**src/rtl/rv32i_types.sv**
```systemverilog
// ============================================================================
// Module      : rv32i_types
// Description : Shared RV32I encodings and the decoded-uop record for decode.
// Revision    : 1.0 - multi-wide decode queue types
// ============================================================================
`default_nettype none

package rv32i_types;

  typedef enum logic [6:0] {
    op_lui   = 7'b0110111,
    op_auipc = 7'b0010111,
    op_jal   = 7'b1101111,
    op_jalr  = 7'b1100111,
    op_br    = 7'b1100011,
    op_load  = 7'b0000011,
    op_store = 7'b0100011,
    op_imm   = 7'b0010011,
    op_reg   = 7'b0110011,
    op_csr   = 7'b1110011
  } rv32i_opcode;

  typedef enum logic [2:0] {
    beq = 3'b000, bne = 3'b001, blt = 3'b100,
    bge = 3'b101, bltu = 3'b110, bgeu = 3'b111
  } branch_funct3_t;

  typedef enum logic [2:0] {
    add = 3'b000, sll = 3'b001, slt = 3'b010, sltu = 3'b011,
    axor = 3'b100, sr = 3'b101, aor = 3'b110, aand = 3'b111
  } arith_funct3_t;

  typedef enum logic [2:0] {
    alu_add = 3'b000, alu_sll = 3'b001, alu_sra = 3'b010, alu_sub = 3'b011,
    alu_xor = 3'b100, alu_srl = 3'b101, alu_or  = 3'b110, alu_and = 3'b111
  } alu_ops;

  typedef enum logic {
    rs2_out = 1'b0,
    i_imm   = 1'b1
  } cmpmux_sel_t;

  typedef enum logic [3:0] {
    alu_out  = 4'd0, br_en = 4'd1, u_imm = 4'd2, lw = 4'd3, pc_plus4 = 4'd4,
    lb       = 4'd5, lbu   = 4'd6, lh    = 4'd7, lhu = 4'd8
  } regfilemux_sel_t;

  typedef enum logic [2:0] {
    fmt_none = 3'd0, fmt_i = 3'd1, fmt_s = 3'd2,
    fmt_b    = 3'd3, fmt_u = 3'd4, fmt_j = 3'd5
  } imm_fmt_t;

  typedef struct packed {
    logic [31:0]     pc;
    logic [31:0]     inst;
    logic [6:0]      opcode;
    logic [2:0]      funct3;
    logic [6:0]      funct7;
    logic [4:0]      rs1_s;
    logic [4:0]      rs2_s;
    logic [4:0]      rd_s;
    logic [31:0]     imm;
    alu_ops          alu_op;
    branch_funct3_t  cmpop;
    cmpmux_sel_t     cmp_sel;
    regfilemux_sel_t regfilemux_sel;
    logic            regf_we;
    logic            uses_rs1;
    logic            uses_rs2;
    logic            illegal;
  } decoded_uop_t;

  // Unknown opcodes map to fmt_none, which also yields a zero immediate.
  function automatic imm_fmt_t imm_fmt_of(input logic [6:0] opcode);
    imm_fmt_t fmt;
    fmt = fmt_none;
    case (opcode)
      op_lui, op_auipc:                 fmt = fmt_u;
      op_jal:                           fmt = fmt_j;
      op_jalr, op_load, op_imm, op_csr: fmt = fmt_i;
      op_store:                         fmt = fmt_s;
      op_br:                            fmt = fmt_b;
      default:                          fmt = fmt_none;
    endcase
    return fmt;
  endfunction

endpackage

`default_nettype wire

```
**src/rtl/rv32i_decoder.sv**
```systemverilog
// ============================================================================
// Module      : rv32i_decoder
// Description : Combinational RV32I decoder producing one decoded_uop_t.
// Revision    : 1.0 - split out of the single-issue decode stage
// ============================================================================
`default_nettype none

module rv32i_decoder
  import rv32i_types::*;
(
  input  logic [31:0]  inst,
  input  logic [31:0]  pc,
  output decoded_uop_t uop
);

  logic [6:0] w_opcode;
  logic [2:0] w_funct3;
  logic [6:0] w_funct7;
  logic       w_legal_op;
  logic       w_illegal;
  logic       w_uses_rs1;
  logic       w_uses_rs2;
  imm_fmt_t   w_fmt;

  assign w_opcode = inst[6:0];
  assign w_funct3 = inst[14:12];
  assign w_funct7 = inst[31:25];

  always_comb begin
    uop        = '0;
    w_legal_op = 1'b0;
    w_fmt      = imm_fmt_of(w_opcode);

    case (w_opcode)
      op_lui, op_auipc, op_jal, op_jalr, op_br,
      op_load, op_store, op_imm, op_reg, op_csr: w_legal_op = 1'b1;
      default:                                   w_legal_op = 1'b0;
    endcase

    // funct7 only qualifies register-register ops; 0x20 selects sub/sra.
    w_illegal = !w_legal_op ||
                ((w_opcode == op_reg) && (w_funct7 != 7'h00) && (w_funct7 != 7'h20)) ||
                ((w_opcode == op_reg) && (w_funct7 == 7'h20) &&
                 (w_funct3 != add) && (w_funct3 != sr));

    w_uses_rs1 = !((w_opcode == op_lui) || (w_opcode == op_auipc) || (w_opcode == op_jal));
    w_uses_rs2 = (w_opcode == op_reg) || (w_opcode == op_br) || (w_opcode == op_store);

    uop.pc       = pc;
    uop.inst     = inst;
    uop.opcode   = w_opcode;
    uop.funct3   = w_funct3;
    uop.funct7   = w_funct7;
    uop.rd_s     = inst[11:7];
    uop.rs1_s    = w_uses_rs1 ? inst[19:15] : 5'd0;
    uop.rs2_s    = w_uses_rs2 ? inst[24:20] : 5'd0;
    uop.uses_rs1 = w_uses_rs1;
    uop.uses_rs2 = w_uses_rs2;
    uop.illegal  = w_illegal;
    uop.regf_we  = !((w_opcode == op_br) || (w_opcode == op_store) ||
                     (inst[11:7] == 5'd0) || w_illegal);

    case (w_fmt)
      fmt_i:   uop.imm = {{21{inst[31]}}, inst[30:20]};
      fmt_s:   uop.imm = {{21{inst[31]}}, inst[30:25], inst[11:7]};
      fmt_b:   uop.imm = {{20{inst[31]}}, inst[7], inst[30:25], inst[11:8], 1'b0};
      fmt_u:   uop.imm = {inst[31:12], 12'h000};
      fmt_j:   uop.imm = {{12{inst[31]}}, inst[19:12], inst[20], inst[30:21], 1'b0};
      default: uop.imm = 32'h0;
    endcase

    uop.alu_op = alu_ops'(w_funct3);
    case (w_opcode)
      op_auipc, op_br, op_jal, op_jalr, op_load, op_store: uop.alu_op = alu_add;
      op_imm, op_reg: begin
        if (w_funct3 == sr)
          uop.alu_op = w_funct7[5] ? alu_sra : alu_srl;
        else if ((w_opcode == op_reg) && (w_funct3 == add) && w_funct7[5])
          uop.alu_op = alu_sub;
      end
      default: ;
    endcase

    uop.cmpop          = beq;
    uop.cmp_sel        = (w_opcode == op_imm) ? i_imm : rs2_out;
    uop.regfilemux_sel = alu_out;
    case (w_opcode)
      op_br:            uop.cmpop = branch_funct3_t'(w_funct3);
      op_lui:           uop.regfilemux_sel = u_imm;
      op_jal, op_jalr:  uop.regfilemux_sel = pc_plus4;
      op_load: begin
        case (w_funct3)
          3'b000:  uop.regfilemux_sel = lb;
          3'b001:  uop.regfilemux_sel = lh;
          3'b100:  uop.regfilemux_sel = lbu;
          3'b101:  uop.regfilemux_sel = lhu;
          default: uop.regfilemux_sel = lw;
        endcase
      end
      op_imm, op_reg: begin
        if (w_funct3 == slt) begin
          uop.cmpop          = blt;
          uop.regfilemux_sel = br_en;
        end else if (w_funct3 == sltu) begin
          uop.cmpop          = bltu;
          uop.regfilemux_sel = br_en;
        end
      end
      default: ;
    endcase
  end

endmodule

`default_nettype wire

```
**src/rtl/decode_queue.sv**
```systemverilog
// ============================================================================
// Module      : decode_queue
// Description : Circular instruction queue decoding up to DEC_WIDTH heads/cycle.
// Revision    : 1.0 - multi-wide successor to the single-issue decode stage
// ============================================================================
`default_nettype none

module decode_queue
  import rv32i_types::*;
#(
  parameter int IQ_DEPTH  = 8,
  parameter int DEC_WIDTH = 2,
  parameter int CNT_W     = $clog2(IQ_DEPTH + 1)
) (
  input  logic                           clk,
  input  logic                           rst,
  input  logic                           flush,
  input  logic                           in_valid,
  output logic                           in_ready,
  input  logic [31:0]                    in_inst,
  input  logic [31:0]                    in_pc,
  output logic [DEC_WIDTH-1:0]           out_valid,
  output decoded_uop_t [DEC_WIDTH-1:0]   out_uop,
  input  logic                           out_ready,
  output logic [CNT_W-1:0]               occupancy
);

  localparam int                c_PTR_W = $clog2(IQ_DEPTH);
  localparam logic [CNT_W-1:0]  c_DEC_W = CNT_W'(DEC_WIDTH);
  localparam logic [CNT_W-1:0]  c_DEPTH = CNT_W'(IQ_DEPTH);

  logic [31:0]        r_inst [IQ_DEPTH];
  logic [31:0]        r_pc   [IQ_DEPTH];
  logic [c_PTR_W-1:0] r_head;
  logic [c_PTR_W-1:0] r_tail;
  logic [CNT_W-1:0]   r_count;

  logic               w_push;
  logic               w_pop;
  logic [CNT_W-1:0]   w_n_out;
  logic [CNT_W-1:0]   w_pop_n;

  // rst gates in_ready so fetch sees backpressure for the whole reset window.
  assign in_ready  = rst && (r_count < c_DEPTH);
  assign w_push    = in_valid && in_ready;
  assign w_n_out   = (r_count < c_DEC_W) ? r_count : c_DEC_W;
  assign w_pop     = out_ready && (w_n_out != '0);
  assign w_pop_n   = w_pop ? w_n_out : '0;
  assign occupancy = r_count;

  always_ff @(posedge clk or negedge rst) begin
    if (!rst) begin
      r_head  <= '0;
      r_tail  <= '0;
      r_count <= '0;
    end else if (flush) begin
      r_head  <= '0;
      r_tail  <= '0;
      r_count <= '0;
    end else begin
      if (w_push)
        r_tail <= r_tail + c_PTR_W'(1);
      // n_out can equal IQ_DEPTH; truncation keeps the wrap correct.
      r_head  <= r_head + w_pop_n[c_PTR_W-1:0];
      r_count <= r_count + CNT_W'(w_push) - w_pop_n;
    end
  end

  always_ff @(posedge clk) begin
    if (w_push && !flush) begin
      r_inst[r_tail] <= in_inst;
      r_pc[r_tail]   <= in_pc;
    end
  end

  for (genvar gi = 0; gi < DEC_WIDTH; gi++) begin : g_slot
    logic [c_PTR_W-1:0] w_idx;

    assign w_idx         = r_head + c_PTR_W'(gi);
    assign out_valid[gi] = (CNT_W'(gi) < w_n_out);

    rv32i_decoder u_dec (
      .inst (r_inst[w_idx]),
      .pc   (r_pc[w_idx]),
      .uop  (out_uop[gi])
    );
  end

endmodule

`default_nettype wire

```
**config.mk**
```make
export PLATFORM = sky130hd
export DESIGN_NAME = decode_queue
export DESIGN_NICKNAME = d
export VERILOG_FILES = /design/src/rtl/rv32i_types.sv /design/src/rtl/rv32i_decoder.sv /design/src/rtl/decode_queue.sv
export SDC_FILE = /design/constraint.sdc
export NUM_CORES = 1
export LEC_CHECK = 0
export BUFFER_PORTS_ARGS = -buffer_cell sky130_fd_sc_hd__buf_2
export CORE_ASPECT_RATIO = 1.1
export CORE_MARGIN = 5
export CORE_UTILIZATION = 58
export CTS_BUF_LIST = sky130_fd_sc_hd__clkbuf_8 sky130_fd_sc_hd__clkbuf_16
export DETAILED_ROUTE_END_ITERATION = 12
export PLACE_DENSITY_LB_ADDON = 0.12
export REMOVE_ABC_BUFFERS = 1
export SETUP_SLACK_MARGIN = 0.15
export SLEW_MARGIN = 30
export SYNTH_ARGS = -nofsm -noshare
export SYNTH_HDL_FRONTEND = slang
export SYNTH_SLANG_ARGS = --single-unit
```
**constraint.sdc**
```tcl
create_clock -name clk -period 7.4 [get_ports clk]
set_input_delay 1.85 -clock clk [delete_from_list [all_inputs] [get_ports clk]]
set_output_delay 1.85 -clock clk [all_outputs]
set_load 0.005 [all_outputs]
```
* Yosys cells after proc, flatten, opt, wreduce, memory -nomap -nowiden *
Memories as Yosys holds them, arrays and structs flattened.
Index checks and enable logic that the tools add are counted.

operators by class
  add/sub/neg operators = 5
  magnitude comparators = 4
  equal/unequal tests = 46
  mux-type cells = 42
  reductions and logical operators = 65

operators with widths
  cell                                               number
  case mux 32 bit (5 select lines)                   2
  case mux 4 bit (4 select lines)                    4
  == test 7 x 6 -> 1 bit, second input constant      8
  == test 7 bit, second input constant               8
  two-way mux 3 bit                                  13
  case mux 3 bit (5 select lines)                    2
  == test 7 x 5 -> 1 bit, second input constant      4
  == test 3 x 2 -> 1 bit, second input constant      8
  == test 3 bit, second input constant               8
  case mux 3 bit (2 select lines)                    4
  two-way mux 4 bit                                  5
  two-way mux 5 bit                                  4
  OR reduction 10 bit                                2
  logical AND 1 bit                                  18
  logical OR 1 bit                                   18
  == test 7 x 2 -> 1 bit, second input constant      2
  != test 7 x 6 -> 1 bit, second input constant      2
  nonzero test 7 bit                                 2
  == test 3 x 1 -> 1 bit, second input constant      4
  OR reduction 2 bit                                 6
  OR reduction 6 bit                                 2
  logical NOT 5 bit                                  2
  < comparator 1 x 4 -> 1 bit, first input constant  2
  two-way mux 1 bit                                  8
  other kinds (13)                                   24

storage, ports and cells
  flip-flop bits (word level) = 10
  RAM bits = 512
  input bits = 69
  output and inout port bits = 293
  logic and storage cells = 167
  memories = 2

memories
  memory  depth  width  rd ports  clocked after Yosys merged registers in  wr ports  line                source
  r_inst  8      32     2         0                                        1         decode_queue.sv:32  logic [31:0] r_inst [IQ_DEPTH];
  r_pc    8      32     2         0                                        1         decode_queue.sv:33  logic [31:0] r_pc [IQ_DEPTH];

* Logic depth before layout (Yosys ltp) *
Gate-level depths: netlist of run 1.
An unclocked memory read counts as a cell.

  depth after elaboration = 10
  depth in mapped cells = 13
  depth with buffers taken out = 12

* Modules after synthesis *
From an unflattened synthesis of run 1, not the netlist that was laid out.

unflattened totals
  cell total of the unflattened synthesis = 1508
  area, all modules = 26990.9 um^2

by module, submodules not included
  module         instances  cells each  area an instance (um^2)  sequential area each (um^2)
  decode_queue   1          1040        23700.2                  15625.0
  rv32i_decoder  2          234         1645.3                   0.0

* Least setup slack after synthesis of run 1 *
Ideal clock, no wire load.

  path type = input-to-reg
  from = in rst
  to = mem r_inst[0][0], enable pin
  setup time = 565 ps
  data arrival time = 6993 ps
  required time = 6835 ps
  path slack = -158 ps
  stages = 4
  path buffers = 0
  cell sequence = nor2b_1 > nand2_1 > or3_1 > nor3_1

between the ends
  cells in the longest elaborated chain, start to end = 5

ends and longest elaborated chain
  item                                     line                source
  start, declared                          decode_queue.sv:16  input logic rst,
  logical AND 1 bit                        decode_queue.sv:44  assign in_ready = rst && (r_count < c_DEPTH);
  logical AND 1 bit                        decode_queue.sv:45  assign w_push = in_valid && in_ready;
  logical AND 1 bit                        decode_queue.sv:70  if (w_push && !flush) begin
  two-way mux 1 bit                        decode_queue.sv:70
  two-way mux 1 bit (implied by the code)  decode_queue.sv:71  r_inst[r_tail] <= in_inst;
  end, declared                            decode_queue.sv:32

No other way between the ends.

==> impl_metrics.tcl, run 1 <==
set metrics [dict create \
    p_switching_w 0.00324 \
    avgViaCountPerCell 6.43 \
    setup_viol 0 \
    end_kind "output port" \
    min-delay-start "r_tail[0]$_DFFE_PN0P_" \
    numCtsBuffers 51 \
    path_clk_slew_ns 0.06 \
    firstDrtPassIters 5 \
    p_total_w 0.00966 \
    grt_max_degree 121 \
    rows 81 \
    fin_crit_ns 6.55 \
    post_cts_resized 0 \
    tightestPinTransition_ns 1.04 \
    die_area_um2 48600 \
    required_ns 5.55 \
    p_per_area_nw_per_um2 328 \
    drc 0 \
    max_slew_margin_pct 28.7 \
    grt.total_usage_pct 28.2 \
    fin_nets 1884 \
    maxCapViolCount 0 \
    start_util_pct 58.2 \
    htreeDepth 2 \
    grt_setup_unrepaired "false" \
    hold_depth 2 \
    synth_edf_count 512 \
    numClockSinks 522 \
    cp_cell_sequence "buf_12 -> buf_4 -> buf_16 -> mux4_2 -> mux2i_1 -> nand4_1 -> nor3_1 -> o21a_1 -> a211oi_2 -> a211oi_1 -> buf_2" \
    gp_congestion 0.951 \
    crit-reg2reg-launch "r_head[0]$_DFF_PN0_" \
    worst-endpoint-arrival_ns 4.70 \
    clock_latency_ns 0.56 \
    sequentialPowerShare_pct 34.9 \
    detailed_place_hpwl_mm 44.9 \
    ys_seq_area_share_pct 60.8 \
    p_leak_nw 10.3 \
    synth_cells 1489 \
    p_int_w 0.00641 \
    irDropWorstVdd_uv 218 \
    combPwrFrac_pct 39.3 \
    die_h_um 231 \
    gr-total-overflow 0 \
    drt_iter0_markers 1672 \
    async_reset_ff_share_pct 1.92 \
    areaGrowthSynthToFinish_pct 14.6 \
    fin_util_pct 66.7 \
    hold_path.class "reg2reg" \
    wirelength_mm 69.4 \
    cts-root-buf "clkbuf_16" \
    post-route-period-util_pct 88.5 \
    core_area_um2 44200 \
    avgSynthCellArea_um2 17.3 \
    clk_path_buf_depth 3 \
    critPathMaxFanout 116 \
    fmax_mhz 153 \
    power_frac_clock_pct 25.8 \
    rr_worst_depth 7 \
    finalMaxSlewViolations 0 \
    r2r_slack_ns 4.04 \
    via_count 15600 \
    final_layout_size_suffix_gt1_share_pct 43.5 \
    grt_pass1_vias 16100 \
    grt_pass1_wl_mm 102 \
    port_buffers 361 \
    outcome "finished clean" \
    routedWlPerCell_um 28.6 \
    fin_skew_ns 0.0143 \
    finalHoldViolCount 0 \
    cp_slowest_cell "dfrtp_4" \
    antenna_found_initial 12 \
    r2r_end "r_head[2]$_DFF_PN0_" \
    cts_hold_buf 0 \
    cp-start-kind "register" \
    ant_nets 0 \
    synth-seq-cells 522 \
    cts_tree "built" \
    slowest_delay_ns 0.55 \
    timing.hold.ws_ns 0.608 \
    die_w_um 211 \
    min_to "r_tail[0]$_DFFE_PN0P_" \
    p_sw_share_pct 33.6 \
    path_class "reg2out" \
    ys.flop_type "edfxtp_1" \
    syn_area_um2 25700 \
    placed_area_um2 27800 \
    fin_area_um2 29500 \
    cts_setup_buffers 0 \
    top_level_ports 362 \
    ys_warn_count 0 \
    synth.distinct_cells 64 \
]
-- cell usage after synthesis, types with 3 or more instances --
library cell	instances	area share, %
buf_2	33	0.64
o21ai_0	58	1.1
a21oi_1	13	0.25
or3_1	3	0.073
mux2_2	45	2.0
buf_6	6	0.26
nor3_1	13	0.25
nand2_1	155	2.3
nand3_1	18	0.35
nor2b_1	6	0.15
edfxtp_1	512	60
o22ai_1	4	0.097
nand2b_1	5	0.12
o21a_1	3	0.088
xnor2_1	3	0.10
or2_2	4	0.097
mux4_2	251	22
nor4_1	3	0.073
xor2_1	4	0.14
buf_4	71	2.1
dfrtp_1	10	0.97
buf_1	9	0.13
a211oi_2	3	0.15
and2_1	10	0.24
inv_1	59	0.86
a211oi_1	3	0.088
ha_1	10	0.49
inv_2	3	0.044
nor2_1	57	0.83
mux2i_1	53	2.1
mux2i_4	4	0.35
o2bb2ai_1	3	0.10
clkbuf_1	13	0.19
-- layout make-up --
class	count	area, µm²
fill	3045	14700
timing repair buffer	394	2140
clock buffer	54	1340
clock inverter	40	284
multi-input combinational	770	9070
inverter	64	240
sequential	522	15600
tap	581	727
antenna	6	15.0
-- power groups by stage --
stage / Combinational (W) / Clock, W / Sequential (W)
final: 0.00379 / 0.00250 / 0.00337
after floorplan: 0.00252 / 0 / 0.00357
after detailed placement: 0.00380 / 0 / 0.00343
after CTS: 0.00381 / 0.00254 / 0.00337
after global routing: 0.00408 / 0.00267 / 0.00337
after global placement: 0.00378 / 0 / 0.00343
-- metal layers --
metal,GRT usage [%],routed length (µm),up-vias
met5,0,59,-
met2,46.3,34600,788
li1,-,-,6572
met4,9.67,2350,10
met3,6.09,5850,139
met1,38.0,26600,8126
-- cell usage in the layout (no fill, tap or decap), drive strengths merged, types with 4 or more instances in the layout --
| master | synthesis | final |
|---|---|---|
| mux4 | 251 | 251 |
| o21ai | 62 | 62 |
| mux2i | 59 | 59 |
| nor2b | 6 | 6 |
| diode | 0 | 6 |
| nor2 | 59 | 59 |
| bufinv | 0 | 4 |
| nand2 | 155 | 155 |
| a21oi | 14 | 14 |
| nand3 | 18 | 18 |
| xor2 | 4 | 4 |
| o22ai | 4 | 4 |
| mux2 | 45 | 45 |
| and2 | 11 | 11 |
| inv | 62 | 78 |
| clkinv | 2 | 19 |
| clkbuf | 13 | 54 |
| nor3 | 13 | 13 |
| edfxtp | 512 | 512 |
| a211oi | 6 | 6 |
| nand2b | 5 | 5 |
| dfrtp | 10 | 10 |
| nor4 | 4 | 4 |
| buf | 120 | 394 |
| or2 | 4 | 4 |
| ha | 10 | 10 |
-- flip-flops by register name (all words and copies together) (netlist names) --
| name | flops |
|---|---|
| occupancy | 4 |
| r_inst | 256 |
| r_pc | 256 |
| r_tail | 3 |
| r_head | 3 |
-- worst max path at each step --
stage / slack, ns / to / from
finish: 0.85 / out_uop[146] / r_head[0]$_DFF_PN0_
global route: 0.49 / out_uop[146] / r_head[0]$_DFF_PN0_
CTS: 0.57 / out_uop[146] / r_head[0]$_DFF_PN0_
detailed placement: 1.18 / out_uop[146] / r_head[0]$_DFF_PN0_
global placement: 1.22 / out_uop[146] / r_head[0]$_DFF_PN0_
floorplan: -8.42 / out_uop[146] / r_head[0]$_DFF_PN0_
-- per-stage QoR --
step           worst slack [ns]  TNS [ns]  cells
2_1_floorplan             -8.42  -1585.77   1356
3_3_place_gp               1.22         0   2330
3_5_place_dp               1.18         0   2330
4_1_cts                   0.572         0   2424
5_1_grt                   0.488         0   2428
6_report                  0.851         0   2431
-- kinds of logic (layout without fill, tap and decap cells) --
group,Yosys count,after routing,share of synthesized area (%)
AOI/OAI and AO/OA,111,111,2.71
muxes,355,355,26.5
other,0,6,0
adders and majority gates,12,12,0.643
DFF,522,522,60.8
buffers and inverters,197,552,4.31
and+or+nand+nor,285,285,4.80
xor gates and xnor gates,7,7,0.239
-- critical path: cells and delay by family (launching register included) --
kind / cells / cell delay [ns]
compound gates: 3 / 0.54
buf+inv: 4 / 1.41
flops: 1 / 0.55
mux: 2 / 0.92
simple gates: 2 / 0.61
No activity file was read; power rests on OpenSTA's default activity.
==> run 2, diff against run 1 <==
--- a/config.mk
+++ b/config.mk
@@ -5,10 +5,11 @@
 export SDC_FILE = /design/constraint.sdc
 export NUM_CORES = 1
 export LEC_CHECK = 0
+export ABC_AREA = 1
 export BUFFER_PORTS_ARGS = -buffer_cell sky130_fd_sc_hd__buf_2
 export CORE_ASPECT_RATIO = 1.1
 export CORE_MARGIN = 5
-export CORE_UTILIZATION = 58
+export CORE_UTILIZATION = 59
 export CTS_BUF_LIST = sky130_fd_sc_hd__clkbuf_8 sky130_fd_sc_hd__clkbuf_16
 export DETAILED_ROUTE_END_ITERATION = 12
 export PLACE_DENSITY_LB_ADDON = 0.12
==> run 2 against run 1 <==
Cell count grew 64%. Register-to-register slack improved by 0.70 ns. Non-clock buffer count grew 8. First-iteration DRC count grew 46%. Synthesized cell count is 110% higher. Clock skew down 0.00098 ns. Combinational power rose by 33%. Area after synthesis rose by 9.7%. Critical path type unchanged.
==> impl_metrics.tcl, run 2 <==
set metrics [dict create \
    grt_pass1_vias 22400 \
    required_ns 5.55 \
    ys.flop_type "edfxtp_1" \
    p_per_area_nw_per_um2 347 \
    start_util_pct 59.3 \
    clock_latency_ns 0.60 \
    post-route-period-util_pct 87.6 \
    firstDrtPassIters 6 \
    cts_hold_buf 0 \
    drt_iter0_markers 2444 \
    crit_start "r_head[0]$_DFF_PN0_" \
    grt_pass1_wl_mm 125 \
    path_class "reg2out" \
    outcome "finished clean" \
    crit-reg2reg-launch "occupancy[3]$_DFF_PN0_" \
    synth.most_common_cell "nand2_1" \
    post_cts_resized 0 \
    irDropWorstVdd_uv 249 \
    synth_top_area_share_pct 54.5 \
    worst-endpoint-arrival_ns 4.63 \
    drc 0 \
    rows 84 \
    tightestPinTransition_ns 0.993 \
    setup_tns_ns 0 \
    synth_edf_count 512 \
    path_clk_slew_ns 0.06 \
    max_slew_margin_pct 32.5 \
    synth_area_leaders "edfxtp_1 (55%), o21ai_0 (8.3%), nand2_1 (7.9%)" \
    finalHoldViolCount 0 \
    fmax_mhz 154 \
    fin_area_um2 31200 \
    antenna_found_initial 12 \
    grt_setup_unrepaired "false" \
    critical_path_buf_inv_count 5 \
    ant_nets 0 \
    gp_congestion 0.984 \
    port_buffers 361 \
    finalMaxSlewViolations 0 \
    placed_area_um2 29700 \
    core_area_um2 47500 \
    yosysTopAreaCell "edfxtp_1" \
    synthTopCellsByCount "nand2_1 (592), edfxtp_1 (512), o21ai_0 (470), inv_1 (325), nor2_1 (263)" \
    cts_setup_buffers 0 \
    routedWlPerCell_um 21.2 \
    avgViaCountPerCell 5.99 \
    pre_cts_slack_ns 1.68 \
    ys_seq_area_share_pct 55.4 \
    slowest_delay_ns 0.85 \
    fin_nets 3393 \
    p_leak_nw 12.9 \
    htreeDepth 2 \
    die_h_um 239 \
    areaGrowthSynthToFinish_pct 10.7 \
    p_total_w 0.0108 \
    numCtsBuffers 51 \
    via_count 24000 \
    detailed_place_hpwl_mm 53.1 \
    cts-root-buf "clkbuf_16" \
    grt.total_usage_pct 30.9 \
    synth.distinct_cells 47 \
    fin_skew_ns 0.0133 \
    fillers 3860 \
    cp_slowest_cell "buf_4" \
    die_w_um 218 \
    final_layout_size_suffix_gt1_share_pct 16.9 \
    avgSynthCellArea_um2 9.06 \
    numClockSinks 522 \
    wirelength_mm 84.6 \
    synth_cells 3112 \
    cts_tree "built" \
    cp-start-kind "register" \
    fin_crit_ns 6.48 \
    layout.cells.most_common "nand2_1" \
    cp_top_family "buffers and inverters" \
    setup_viol 0 \
    end_kind "output port" \
    clk_path_buf_depth 3 \
    fin_ws_ns 0.920 \
    syn_area_um2 28200 \
    final_cell_mix "nand2_1 (592), edfxtp_1 (512), o21ai_0 (470), buf_2 (361), inv_1 (334)" \
    die_area_um2 52300 \
    maxCapViolCount 0 \
    hold_path.class "reg2reg" \
    async_reset_ff_share_pct 1.92 \
    synth-seq-cells 522 \
    ys_warn_count 0 \
    min-delay-start "r_tail[0]$_DFFE_PN0P_" \
    cp_cell_sequence "buf_12 -> buf_4 -> o21ai_0 -> o21ai_0 -> inv_1 -> o21ai_1 -> inv_1 -> o21ai_1 -> buf_2" \
    grt_max_degree 219 \
    gr-total-overflow 0 \
    critPathMaxFanout 217 \
    top_level_ports 362 \
]
-- run 2: cell count changes after synthesis, sizes merged, moves of 68 or more --
cell    delta
nor2     +216
nand3    +123
inv      +272
buf       +82
o21ai    +451
a21oi    +249
mux4     -251
o211ai    +68
nand2    +462
-- run 2: metrics by stage --
stage	std cells	util, %	hold WS (ns)
after detailed placement	3904	62.4	0.590
after global placement	3902	62.3	0.578
after floorplan	2857	-	0.533
after global routing	3997	65.7	0.633
final	3997	65.7	0.600
after CTS	3992	65.6	0.600
-- run 2: tightest hold or removal path: cells and delay by family (launching register included) --
kind	cells	cell delay [ns]
flip-flops	1	0.39
AO/OA/AOI/OAI	1	0.08
buffers and inverters	1	0.08
-- run 2: worst paths after layout --
kind                                               end  slack, ns  depth (start not counted)
max in group asynchronous          r_head[1]$_DFF_PN0_       6.00                          1
worst max register to register   r_pc[7][30]$_DFFE_PP_       4.74                          6
worst min-delay path             r_tail[0]$_DFFE_PN0P_       0.60                          2
min in group asynchronous       occupancy[0]$_DFF_PN0_       1.13                          1
worst min register to register   r_tail[0]$_DFFE_PN0P_       0.60                          2
worst max-delay path                       out_uop[19]       0.92                          9
-- run 2: layout make-up --
type                    count  area, µm²  area share (%)
flip-flops and latches    522      15600            50.1
multi-input cells        1998       9750            31.2
well taps                 645        807            2.59
diodes                      5       12.5          0.0401
clock buffers              54       1330            4.26
inverters                 337       1280            4.10
repair buffers            402       2200            7.04
clock inverters            34        194           0.622
-- run 2: routing by layer --
layer  part of all wire, %  GRT usage [%]  up-vias  wire length (µm)
li1                      -              -    11000                 -
met4                   3.8           14.0       14              3250
met1                    37           38.2    11400             31600
met5                  0.11              0        -                97
met2                    49           52.5     1329             41100
met3                    10           6.55      227              8530
-- run 2: report_power, final --
group / switching, W / total (W) / leakage (nW) / internal [W]
registers: 0.0000818 / 0.00337 / 4.74 / 0.00329
clock network: 0.00108 / 0.00240 / 0.792 / 0.00132
logic: 0.00343 / 0.00505 / 7.37 / 0.00161
-- run 2: cells by family after synthesis --
| group | after synthesis | synth area share, % |
|---|---|---|
| and+or+nand+nor | 1050 | 15.4 |
| AOI/OAI and AO/OA | 932 | 18.1 |
| buffers and inverters | 592 | 10.3 |
| DFF | 522 | 55.4 |
| adders and majority gates | 12 | 0.586 |
| xor gates and xnor gates | 3 | 0.186 |
| muxes | 1 | 0.0488 |
==> run 3, diff against run 2 <==
--- a/config.mk
+++ b/config.mk
@@ -9,7 +9,7 @@
 export BUFFER_PORTS_ARGS = -buffer_cell sky130_fd_sc_hd__buf_2
 export CORE_ASPECT_RATIO = 1.1
 export CORE_MARGIN = 5
-export CORE_UTILIZATION = 59
+export CORE_UTILIZATION = 35
 export CTS_BUF_LIST = sky130_fd_sc_hd__clkbuf_8 sky130_fd_sc_hd__clkbuf_16
 export DETAILED_ROUTE_END_ITERATION = 12
 export PLACE_DENSITY_LB_ADDON = 0.12
==> run 3 against run 2 <==
Cell count rose by 11%. Flip-flop and latch count did not move. Highest routed layer unchanged. Critical path depth rose by 7. Critical path type unchanged. Clock skew rose by 0.021 ns. Setup slack improved by 0.28 ns. Sequential share of layout area fell by 1.2 points. Clock-buffer cell count rose by 4. Via count fell by 2.8%. Routed wire length rose by 10%.
==> impl_metrics.tcl, run 3 (same netlist as run 2, synthesis figures left out) <==
set metrics [dict create \
    port_buffers 361 \
    fin_area_um2 32000 \
    start_util_pct 35.2 \
    r2r_slack_ns 4.50 \
    cts_tree "built" \
    cts-root-buf "clkbuf_16" \
    numClockSinks 522 \
    clk_path_buf_depth 3 \
    fin_skew_ns 0.0343 \
    avgViaCountPerCell 5.27 \
    grt_pass1_vias 22700 \
    final_layout_size_suffix_gt1_share_pct 17.0 \
    wirelength_mm 93.3 \
    grt_pass1_wl_mm 138 \
    setup_viol 0 \
    p_per_area_nw_per_um2 349 \
    numCtsBuffers 58 \
    worst-endpoint-arrival_ns 4.35 \
    crit_path_end "out_uop[146]" \
    critPathMaxFanout 33 \
    path_class "reg2out" \
    outcome "finished clean" \
    cts_setup_buffers 0 \
    antenna_found_initial 13 \
    die_h_um 308 \
    fmax_mhz 161 \
    dp_cells 4309 \
    layout.cells.most_common "nand2_1" \
    grt.total_usage_pct 20.7 \
    maxCapViolCount 0 \
    cpMostUsedCell "nand2_1" \
    post_cts_resized 0 \
    required_ns 5.55 \
    slowest_delay_ns 0.58 \
    grt_use_met2_pct 35.1 \
    rr_worst_depth 7 \
    gr-max-usage-layer "met2" \
    final_cell_mix "nand2_1 (592), edfxtp_1 (512), o21ai_0 (470), buf_2 (361), inv_1 (339)" \
    irDropWorstVdd_uv 235 \
    crit_start "r_head[0]$_DFF_PN0_" \
    areaGrowthSynthToFinish_pct 13.4 \
    finalMaxSlewViolations 0 \
    cp_cell_sequence "ha_4 -> inv_2 -> buf_4 -> a21oi_1 -> o21ai_1 -> nand2_1 -> nand2_1 -> nand2_1 -> nor2_1 -> nand2_1 -> nor2_1 -> nand2_1 -> nand2_1 -> nand2_2 -> nor2_2 -> buf_2" \
    cp_slowest_cell "inv_2" \
    p_leak_nw 13.0 \
    placed_area_um2 30200 \
    use_met3_pct 3.53 \
    gr-total-overflow 0 \
    ant_nets 0 \
    via_count 23300 \
    end_kind "output port" \
    critical_path_buf_inv_count 3 \
    core_area_um2 80200 \
    hold_path.class "reg2reg" \
    htreeDepth 2 \
    die_area_um2 86300 \
    finalHoldViolCount 0 \
    tightestPinTransition_ns 0.953 \
    rows 109 \
    drt_iter0_markers 1686 \
    met1_usage_pct 27.5 \
    grt_setup_unrepaired "false" \
    fin_cells 4421 \
    cts_hold_buf 0 \
    cp-start-kind "register" \
    gp_congestion 0.965 \
    path_depth 16 \
    grt_max_degree 265 \
    firstDrtPassIters 7 \
    path_clk_slew_ns 0.06 \
    top_level_ports 362 \
    cp_top_family "simple AND/OR/NAND/NOR gates" \
    die_w_um 281 \
    r2r_end "r_inst[2][4]$_DFFE_PP_" \
    drc 0 \
    fin_crit_ns 6.20 \
    setup_tns_ns 0 \
    post-route-period-util_pct 83.8 \
    detailed_place_hpwl_mm 58.6 \
    crit-reg2reg-launch "occupancy[3]$_DFF_PN0_" \
    routedWlPerCell_um 21.1 \
    clock_latency_ns 0.62 \
    max_slew_margin_pct 36.4 \
    fin_nets 3398 \
]
==> run 3: changes by cell type in the layout (fill, tap and decap cells not counted), moves of 5 or more <==
cell / delta
buf_4: -6
clkbuf_16: +6
clkinv_1: +5
inv_1: +5
==> run 3: per-stage QoR <==
stage                     power (W)  util (%)  hold WS [ns]  setup slack, ns
final                        0.0112      39.9         0.597             1.20
after global routing         0.0119      39.9         0.659             1.03
after CTS                    0.0113      39.8         0.600             1.19
after detailed placement    0.00861      37.6         0.590             1.87
after global placement      0.00857      37.6         0.569             1.91
after floorplan             0.00630         -         0.533            -9.26
==> run 3: area by class of cell <==
type,count,area (µm²)
fill,7995,48200
multi-input combinational,1998,9750
timing repair buffer,400,2250
inverter,337,1280
tap,1054,1320
clock buffer,58,1450
sequential,522,15600
clock inverter,49,285
antenna,3,7.51
==> run 3: tightest hold or removal path: stages (launching register included) <==
cell and delay (ns):
dfrtp_1 0.40, inv_1 0.07, o21ai_0 0.08
==> run 3: power breakdown <==
part	switching, W	internal, W
logic	0.00355	0.00162
registers	0.0000670	0.00329
clock network	0.00118	0.00146
total	0.00480	0.00637
==> run 3: worst min path at each step <==
stage,startpoint,end,slack [ns],depth (start not counted)
4_1_cts,r_tail[0]$_DFFE_PN0P_,r_tail[0]$_DFFE_PN0P_,0.60,2
6_report,r_tail[0]$_DFFE_PN0P_,r_tail[0]$_DFFE_PN0P_,0.60,2
2_1_floorplan,r_tail[2]$_DFFE_PN0P_,r_tail[2]$_DFFE_PN0P_,0.53,1
5_1_grt,r_tail[0]$_DFFE_PN0P_,r_tail[0]$_DFFE_PN0P_,0.66,2
3_3_place_gp,r_tail[0]$_DFFE_PN0P_,r_tail[0]$_DFFE_PN0P_,0.57,2
3_5_place_dp,r_tail[0]$_DFFE_PN0P_,r_tail[0]$_DFFE_PN0P_,0.59,2
==> run 3: metal layers <==
layer,wire length (µm),vias to the layer above
met1,40900,11200
met3,6120,160
met5,52,-
li1,-,11100
met2,44000,839
met4,2300,10
